===== config.mk =====
export PLATFORM = sky130hd
export DESIGN_NAME = ula_bist_flat
export DESIGN_NICKNAME = d
export VERILOG_FILES = /design/src/rtl/ula_bist_pkg.sv /design/src/rtl/ula_bist_if.sv /design/src/rtl/ula_bist_golden.sv /design/src/rtl/ula_bist.sv /design/src/flat_wrapper.sv
export SDC_FILE = /design/constraint.sdc
export NUM_CORES = 1
export LEC_CHECK = 0
export BUFFER_PORTS_ARGS = -buffer_cell sky130_fd_sc_hd__clkbuf_2
export CAP_MARGIN = 20
export CORE_ASPECT_RATIO = 1.25
export CORE_UTILIZATION = 55
export CTS_BUF_LIST = sky130_fd_sc_hd__clkbuf_8
export DETAILED_ROUTE_END_ITERATION = 8
export GPL_TIMING_DRIVEN = 0
export PLACE_DENSITY = 0.79
export SYNTH_ARGS = -nofsm -noshare
export SYNTH_HDL_FRONTEND = slang
export SYNTH_SLANG_ARGS = --single-unit

===== constraint.sdc =====
create_clock -name clk_in -period 7.5 [get_ports clk_in]
set_input_delay 1.125 -clock clk_in [delete_from_list [all_inputs] [get_ports clk_in]]
set_output_delay 1.125 -clock clk_in [all_outputs]
set_load 0.01 [all_outputs]

===== src/rtl/ula_bist_pkg.sv =====
// ---------------------------------------------------------------------------
// ula_bist_pkg
// Shared definitions for the ula built-in self-test block:
//   - default operand / op-code / error-counter widths
//   - ula op-code set (must stay in sync with the ula itself)
//   - sequencer FSM state encoding
//   - op_supported(): membership test for the op-code set
// ---------------------------------------------------------------------------
package ula_bist_pkg;

  localparam int DEF_BITS  = 8;   // operand / result width
  localparam int DEF_OPW   = 8;   // op-code width
  localparam int DEF_ERR_W = 16;  // error counter width

  localparam logic [DEF_OPW-1:0] ULA_OP_ADD = 8'h00;
  localparam logic [DEF_OPW-1:0] ULA_OP_SUB = 8'h01;
  localparam logic [DEF_OPW-1:0] ULA_OP_AND = 8'h02;
  localparam logic [DEF_OPW-1:0] ULA_OP_XOR = 8'h03;
  localparam logic [DEF_OPW-1:0] ULA_OP_OR  = 8'h04;
  localparam logic [DEF_OPW-1:0] ULA_OP_NOT = 8'h05;

  typedef enum logic [1:0] {
    ST_IDLE = 2'd0,
    ST_RUN  = 2'd1,
    ST_DONE = 2'd2
  } state_e;

  // True when the op code belongs to the set the golden model can check.
  function automatic logic op_supported(input logic [DEF_OPW-1:0] op);
    case (op)
      ULA_OP_ADD, ULA_OP_SUB, ULA_OP_AND,
      ULA_OP_XOR, ULA_OP_OR,  ULA_OP_NOT: return 1'b1;
      default:                            return 1'b0;
    endcase
  endfunction

endpackage


===== src/rtl/ula_bist_if.sv =====
// ---------------------------------------------------------------------------
// ula_bist_if
// Operand/result bus between the BIST sequencer and the combinational ula.
//   a, b    operands driven by the sequencer
//   op      op code driven by the sequencer
//   result  ula output returned to the sequencer (same cycle)
// Modports:
//   master  sequencer side (drives a/b/op, samples result)
//   slave   ula side (receives a/b/op, drives result)
// ---------------------------------------------------------------------------
interface ula_bist_if
  import ula_bist_pkg::*;
#(
  parameter int BITS = DEF_BITS,
  parameter int OPW  = DEF_OPW
) ();

  logic [BITS-1:0] a;
  logic [BITS-1:0] b;
  logic [OPW-1:0]  op;
  logic [BITS-1:0] result;

  modport master (output a, output b, output op, input result);
  modport slave  (input a, input b, input op, output result);

endinterface


===== src/rtl/ula_bist_golden.sv =====
// ---------------------------------------------------------------------------
// ula_bist_golden
// Combinational reference model of the ula used by the BIST sequencer.
// Ports:
//   op_i         op code under test
//   a_i, b_i     operands
//   expected_o   reference result, truncated to BITS
//   supported_o  1 when op_i is in the ula op-code set
// ---------------------------------------------------------------------------
module ula_bist_golden
  import ula_bist_pkg::*;
#(
  parameter int BITS = DEF_BITS,
  parameter int OPW  = DEF_OPW
) (
  input  logic [OPW-1:0]  op_i,
  input  logic [BITS-1:0] a_i,
  input  logic [BITS-1:0] b_i,
  output logic [BITS-1:0] expected_o,
  output logic            supported_o
);

  always_comb begin
    // NOTE: every output of a combinational block gets a default first so no
    // path through the case leaves it unassigned (which would infer a latch).
    expected_o  = '0;
    supported_o = op_supported(op_i);
    case (op_i)
      ULA_OP_ADD: expected_o = a_i + b_i;   // wraps modulo 2^BITS
      ULA_OP_SUB: expected_o = a_i - b_i;   // wraps modulo 2^BITS
      ULA_OP_AND: expected_o = a_i & b_i;
      ULA_OP_XOR: expected_o = a_i ^ b_i;
      ULA_OP_OR:  expected_o = a_i | b_i;
      ULA_OP_NOT: expected_o = ~a_i;
      default:    expected_o = '0;
    endcase
  end

endmodule


===== src/rtl/ula_bist.sv =====
// ---------------------------------------------------------------------------
// ula_bist
// Built-in self-test sequencer for the combinational ula. On start it sweeps
// every (a, b) operand pair for one op code, one vector per clock, compares
// the ula result against an internal golden model in the same cycle, and
// reports pass/fail, a saturating error count and the first failing pair.
// Ports:
//   clk_in         clock, all state on the rising edge
//   rst_in         asynchronous active-high reset
//   start_in       begin sweep (accepted only in IDLE/DONE)
//   abort_in       stop and return to IDLE (wins over start_in)
//   op_sel_in      op code to test, latched on an accepted start
//   ula            operand/result bus to the ula (master side)
//   busy_out       high while sweeping
//   done_out       high after a completed sweep until start/abort/reset
//   pass_out       valid with done_out: no mismatches and op supported
//   err_count_out  mismatches in the current/last sweep (saturating)
//   fail_a_out     operand a of the first mismatch (0 if none)
//   fail_b_out     operand b of the first mismatch (0 if none)
// ---------------------------------------------------------------------------
module ula_bist
  import ula_bist_pkg::*;
#(
  parameter int BITS  = DEF_BITS,
  parameter int OPW   = DEF_OPW,
  parameter int ERR_W = DEF_ERR_W
) (
  input  logic             clk_in,
  input  logic             rst_in,
  input  logic             start_in,
  input  logic             abort_in,
  input  logic [OPW-1:0]   op_sel_in,
  ula_bist_if.master       ula,
  output logic             busy_out,
  output logic             done_out,
  output logic             pass_out,
  output logic [ERR_W-1:0] err_count_out,
  output logic [BITS-1:0]  fail_a_out,
  output logic [BITS-1:0]  fail_b_out
);

  localparam logic [2*BITS-1:0] AB_ONE  = {{(2*BITS-1){1'b0}}, 1'b1};
  localparam logic [ERR_W-1:0]  ERR_ONE = {{(ERR_W-1){1'b0}}, 1'b1};

  state_e           state_q;
  logic [BITS-1:0]  a_q, b_q;
  logic [OPW-1:0]   op_q;
  logic             busy_q, done_q, pass_q;
  logic [ERR_W-1:0] err_q;
  logic [BITS-1:0]  fail_a_q, fail_b_q;
  logic             fail_seen_q;

  logic [BITS-1:0]   expected;
  logic              supported;
  logic              mismatch;
  logic              last_vec;
  logic [2*BITS-1:0] ab_d;
  logic [ERR_W-1:0]  err_d;

  ula_bist_golden #(
    .BITS (BITS),
    .OPW  (OPW)
  ) u_golden (
    .op_i        (op_q),
    .a_i         (a_q),
    .b_i         (b_q),
    .expected_o  (expected),
    .supported_o (supported)
  );

  // The ula is combinational: its result for the registered operands is
  // already valid in the cycle they are presented.
  assign mismatch = (ula.result != expected);
  assign last_vec = (&a_q) && (&b_q);

  // {a, b} behaves as one counter: b wrapping to 0 carries into a.
  assign ab_d  = {a_q, b_q} + AB_ONE;
  assign err_d = (mismatch && (err_q != '1)) ? (err_q + ERR_ONE) : err_q;

  // NOTE: sequential state uses non-blocking assignments only, so every
  // register samples pre-edge values regardless of statement order.
  always_ff @(posedge clk_in or posedge rst_in) begin
    if (rst_in) begin
      state_q     <= ST_IDLE;
      a_q         <= '0;
      b_q         <= '0;
      op_q        <= '0;
      busy_q      <= 1'b0;
      done_q      <= 1'b0;
      pass_q      <= 1'b0;
      err_q       <= '0;
      fail_a_q    <= '0;
      fail_b_q    <= '0;
      fail_seen_q <= 1'b0;
    end else begin
      case (state_q)
        ST_IDLE, ST_DONE: begin
          if (abort_in) begin
            state_q <= ST_IDLE;
            busy_q  <= 1'b0;
            done_q  <= 1'b0;
            pass_q  <= 1'b0;
          end else if (start_in) begin
            a_q         <= '0;
            b_q         <= '0;
            op_q        <= op_sel_in;
            err_q       <= '0;
            fail_a_q    <= '0;
            fail_b_q    <= '0;
            fail_seen_q <= 1'b0;
            pass_q      <= 1'b0;
            if (op_supported(op_sel_in)) begin
              state_q <= ST_RUN;
              busy_q  <= 1'b1;
              done_q  <= 1'b0;
            end else begin
              // Nothing to sweep: report a failed test immediately.
              state_q <= ST_DONE;
              busy_q  <= 1'b0;
              done_q  <= 1'b1;
            end
          end
        end

        ST_RUN: begin
          if (abort_in) begin
            state_q <= ST_IDLE;
            busy_q  <= 1'b0;
            done_q  <= 1'b0;
            pass_q  <= 1'b0;
          end else begin
            err_q <= err_d;
            if (mismatch && !fail_seen_q) begin
              fail_a_q    <= a_q;
              fail_b_q    <= b_q;
              fail_seen_q <= 1'b1;
            end
            if (last_vec) begin
              // Operands hold the final vector while in DONE.
              state_q <= ST_DONE;
              busy_q  <= 1'b0;
              done_q  <= 1'b1;
              pass_q  <= supported && (err_d == '0);
            end else begin
              {a_q, b_q} <= ab_d;
            end
          end
        end

        default: begin
          state_q <= ST_IDLE;
          busy_q  <= 1'b0;
          done_q  <= 1'b0;
          pass_q  <= 1'b0;
        end
      endcase
    end
  end

  assign ula.a         = a_q;
  assign ula.b         = b_q;
  assign ula.op        = op_q;
  assign busy_out      = busy_q;
  assign done_out      = done_q;
  assign pass_out      = pass_q;
  assign err_count_out = err_q;
  assign fail_a_out    = fail_a_q;
  assign fail_b_out    = fail_b_q;

endmodule


===== src/flat_wrapper.sv =====
// flat-port wrapper written by rule: the top's interface ports become plain ports
module ula_bist_flat import ula_bist_pkg::*;
#(
  parameter int BITS  = DEF_BITS,
  parameter int OPW   = DEF_OPW,
  parameter int ERR_W = DEF_ERR_W
)
  (clk_in, rst_in, start_in, abort_in, op_sel_in, busy_out, done_out, pass_out, err_count_out, fail_a_out, fail_b_out, ula_a, ula_b, ula_op, ula_result);
  ula_bist_if #(.BITS(BITS), .OPW(OPW)) ula_i ();
  input  logic clk_in;
  input  logic rst_in;
  input  logic start_in;
  input  logic abort_in;
  input  logic [OPW-1:0] op_sel_in;
  output logic busy_out;
  output logic done_out;
  output logic pass_out;
  output logic [ERR_W-1:0] err_count_out;
  output logic [BITS-1:0] fail_a_out;
  output logic [BITS-1:0] fail_b_out;
  output wire logic [$bits(ula_i.a)-1:0] ula_a;
  output wire logic [$bits(ula_i.b)-1:0] ula_b;
  output wire logic [$bits(ula_i.op)-1:0] ula_op;
  input wire logic [$bits(ula_i.result)-1:0] ula_result;
  assign ula_a = ula_i.a;
  assign ula_b = ula_i.b;
  assign ula_op = ula_i.op;
  assign ula_i.result = ula_result;
  ula_bist #(.BITS(BITS), .OPW(OPW), .ERR_W(ERR_W)) u_core (.clk_in(clk_in), .rst_in(rst_in), .start_in(start_in), .abort_in(abort_in), .op_sel_in(op_sel_in), .ula(ula_i), .busy_out(busy_out), .done_out(done_out), .pass_out(pass_out), .err_count_out(err_count_out), .fail_a_out(fail_a_out), .fail_b_out(fail_b_out));
endmodule

==> qor.txt <==
setup TNS: 0 ps
ys async rst share: 100%
Post-CTS Setup Inserts: 0
iteration-0 DRC count of the detailed router: 277
Nets: 635
CTS Sinks: 60
Core Region: 0.00779 mm^2
critical path type: flip-flop to flip-flop
row cnt: 36
Syn Area/Cell: 8.92 um^2
total CTS buffers: 9
clk root buf: clkbuf_8
Worst-Margin Slew: 786 ps
first-pass GRT wire length: 20000 um
Final min period: 5030 ps
final hold vios: 0
CTS tree: yes
PD cells: 151 mW/mm^2
ANT cells: 0
crit path DAT: 5330 ps
final setup vio count: 0
clk_skew: 12.7 ps
Gate Count Post-Synth: 498
GRT Util Overall: 31.9%
router iterations before antenna repair: 5
post-synth net total: 545
Die Area: 0.00845 mm^2
Final HPWL DP: 9320 um
yosys warns: 0
die width: 82.4 um
Setup WS post-layout: 2470 ps
top-area cell type share of the netlist area: 33.8%
f_max: 0.199 GHz
slew margin rel.: 47.4%
outcome: finished, final reports clean
port bufs: 77
Clock Latency Late Sink: 360 ps
WHS: 506 ps
Synth cell types: 69
Critical-path top delay cell: a21oi_1
worst-path fanout max: 10
Via density: 6.11
layout cell share with drive strength beyond 1: 22.1%
post-cts hold buffer count: 0
Residual DRC: 0
setup slack, reg-to-reg: 2470 ps
clock-pin slew on the worst setup and hold paths: 70 ps
Cell Area, Synth: 0.00444 mm^2
cells resized by post-CTS repair: 0
leakage power figure: 2.41 nW
pin count of the biggest net entering global routing: 34
Starting Density: 57.0%
area leader, netlist: dfrtp_1
routability congestion estimate: 0.907
vias in the first global route: 4158
period utilization: 67.1%
via count: 4202
RSZ-0062 raised after global routing: no
Crit. End Element: flip-flop
Seq/Total Area, Yosys: 33.8%
initial antenna violation count: 0
Hold Path Class: flip-flop to flip-flop
Max-Cap Viols: 0
crit start category: flip-flop
multi-input logic area: 0.00272 mm^2
Synth Register Bits: 60
fin. max-slew vios: 0
WL/cell: 18.1 um
Syn-to-layout area delta: 16.9%
required time at the worst-slack endpoint: 7790 ps
peak supply drop: 0.139 mV
Fill cells: 629
routed wire length: 12500 um
top cells by area, synth: dfrtp_1 34%, ha_1 7.3%, xnor2_1 5.3%, a22o_1 3.9%, nor2_1 3.3%
H-tree depth: 3
GR Overflow Total: 0
CP max stage delay: 620 ps
CP Cell Sequence: nor3_1 -> and2_1 -> buf_2 -> nand3_1 -> nor2_1 -> a21oi_1 -> fa_1 -> a21o_1 -> a21oi_1 -> xnor2_1 -> a21oi_1 -> nand3b_1 -> a2111oi_4 -> o211ai_2 -> a21oi_1 -> clkbuf_1 -> a22o_1
Post-synth top flop: dfrtp_1
register area: 0.00150 mm^2
Design Power: 0.000784 W
CP most frequent cell: a21oi_1
number of synthesized flops with an enable pin: 0
pre-CTS WS: 2580 ps
Die Ht: 103 um
CTS max path bufs: 2
# IOs: 79
Final ANT Viol Nets: 0
-- cell usage after synthesis (4+ instances only) --
cell      number
a211oi_1       4
a21o_1         5
a21oi_1       26
a22o_1        20
a22oi_1        4
and2_1         5
and3_1        10
and4_1         5
buf_2         11
clkbuf_1      15
dfrtp_1       60
ha_1          26
inv_1         19
mux2_2        10
mux2i_1       11
nand2_1       34
nand2b_1       8
nand3_1       15
nand4_1       13
nand4b_1       4
nor2_1        39
nor3_1        10
nor4_1         5
o21a_1         4
o21ai_0       26
o21ai_1        9
o31ai_1        5
or3_1          6
xnor2_1       27
xor2_1         4
-- report_power, final --
part	leakage [nW]	internal [W]	switching (W)
clock	0.110	0.000189	0.000144
sequential	0.818	0.000331	0.00000639
combinational	1.48	0.0000440	0.0000696
total	2.41	0.000564	0.000220
-- state kept, by name, indices dropped and copies added (netlist names) --
name	count
u_core.ula.b	8
u_core.fail_seen_q	1
u_core.pass_out	1
u_core.err_count_out	16
u_core.fail_a_out	8
u_core.fail_b_out	8
u_core.ula.op	8
u_core.busy_out	1
u_core.done_out	1
u_core.ula.a	8
-- critical path: cells and delay by family (launching register included) --
kind | cells | cell delay [ps]
buf+inv | 2 | 650
xor+xnor | 1 | 140
simple gates | 5 | 1140
compound gates | 8 | 2190
flops | 1 | 390
fa+ha+maj | 1 | 470
-- cells by family after synthesis --
| family | Yosys count | synth area share [%] |
|---|---|---|
| adder cells (fa/ha/maj) | 27 | 7.77 |
| flip-flops | 60 | 33.8 |
| AND/OR/NAND/NOR | 174 | 21.0 |
| buffers and inverters | 51 | 4.95 |
| XOR/XNOR | 31 | 6.11 |
| AO/OA/AOI/OAI | 131 | 20.6 |
| multiplexers | 24 | 5.77 |
-- metrics by stage --
| stage | area (um^2) | std cells | utilization (%) |
|---|---|---|---|
| 5_1_grt | 5200 | 688 | 66.7 |
| 4_1_cts | 5190 | 687 | 66.6 |
| 3_5_place_dp | 4970 | 671 | 63.8 |
| 6_report | 5200 | 688 | 66.7 |
| 2_1_floorplan | 4440 | 498 | - |
| 3_3_place_gp | 4950 | 670 | 63.5 |
-- final timing paths --
kind | startpoint | endpoint | cells after the start
min in group asynchronous | rst_in | u_core.err_count_out[12] | 2
max in group asynchronous | rst_in | u_core.fail_a_out[4] | 3
min reg2reg | u_core.fail_a_out[4] | u_core.fail_a_out[4] | 1
min | u_core.fail_a_out[4] | u_core.fail_a_out[4] | 1
max | u_core.ula.op[3] | u_core.fail_b_out[0] | 17
max reg2reg | u_core.ula.op[3] | u_core.fail_b_out[0] | 17
-- placed cells by master, fill, tap and decap left out, types with 5 or more instances in the layout --
master,instances
a21o_1,5
a21oi_1,26
a22o_1,20
and2_1,5
and3_1,10
and4_1,5
buf_2,11
clkbuf_1,15
clkbuf_2,78
clkbuf_8,9
dfrtp_1,60
ha_1,26
inv_1,18
mux2_2,10
mux2i_1,11
nand2_1,34
nand2b_1,8
nand3_1,15
nand4_1,13
nor2_1,39
nor3_1,10
nor4_1,5
o21ai_0,26
o21ai_1,9
o31ai_1,5
or3_1,6
xnor2_1,27
-- area by class of cell --
type / instances / share of cell area (%)
multi-input cells: 387 / 52.4
clock inverters: 7 / 1.90
flip-flops and latches: 60 / 28.9
plain buffers: 31 / 2.79
inverters: 20 / 1.44
well taps: 95 / 2.29
repair buffers: 79 / 7.90
clock buffers: 9 / 2.38
-- metal layers --
metal | up-vias | part of all wire (%) | global-route usage, %
met1 | 2003 | 40 | 36.1
li1 | 2015 | - | -
met3 | 41 | 4.0 | 5.22
met2 | 143 | 52 | 56.2
met4 | 0 | 3.7 | 17.5
met5 | - | 0 | 0
Note: power is estimated with default switching activity, not from simulation.
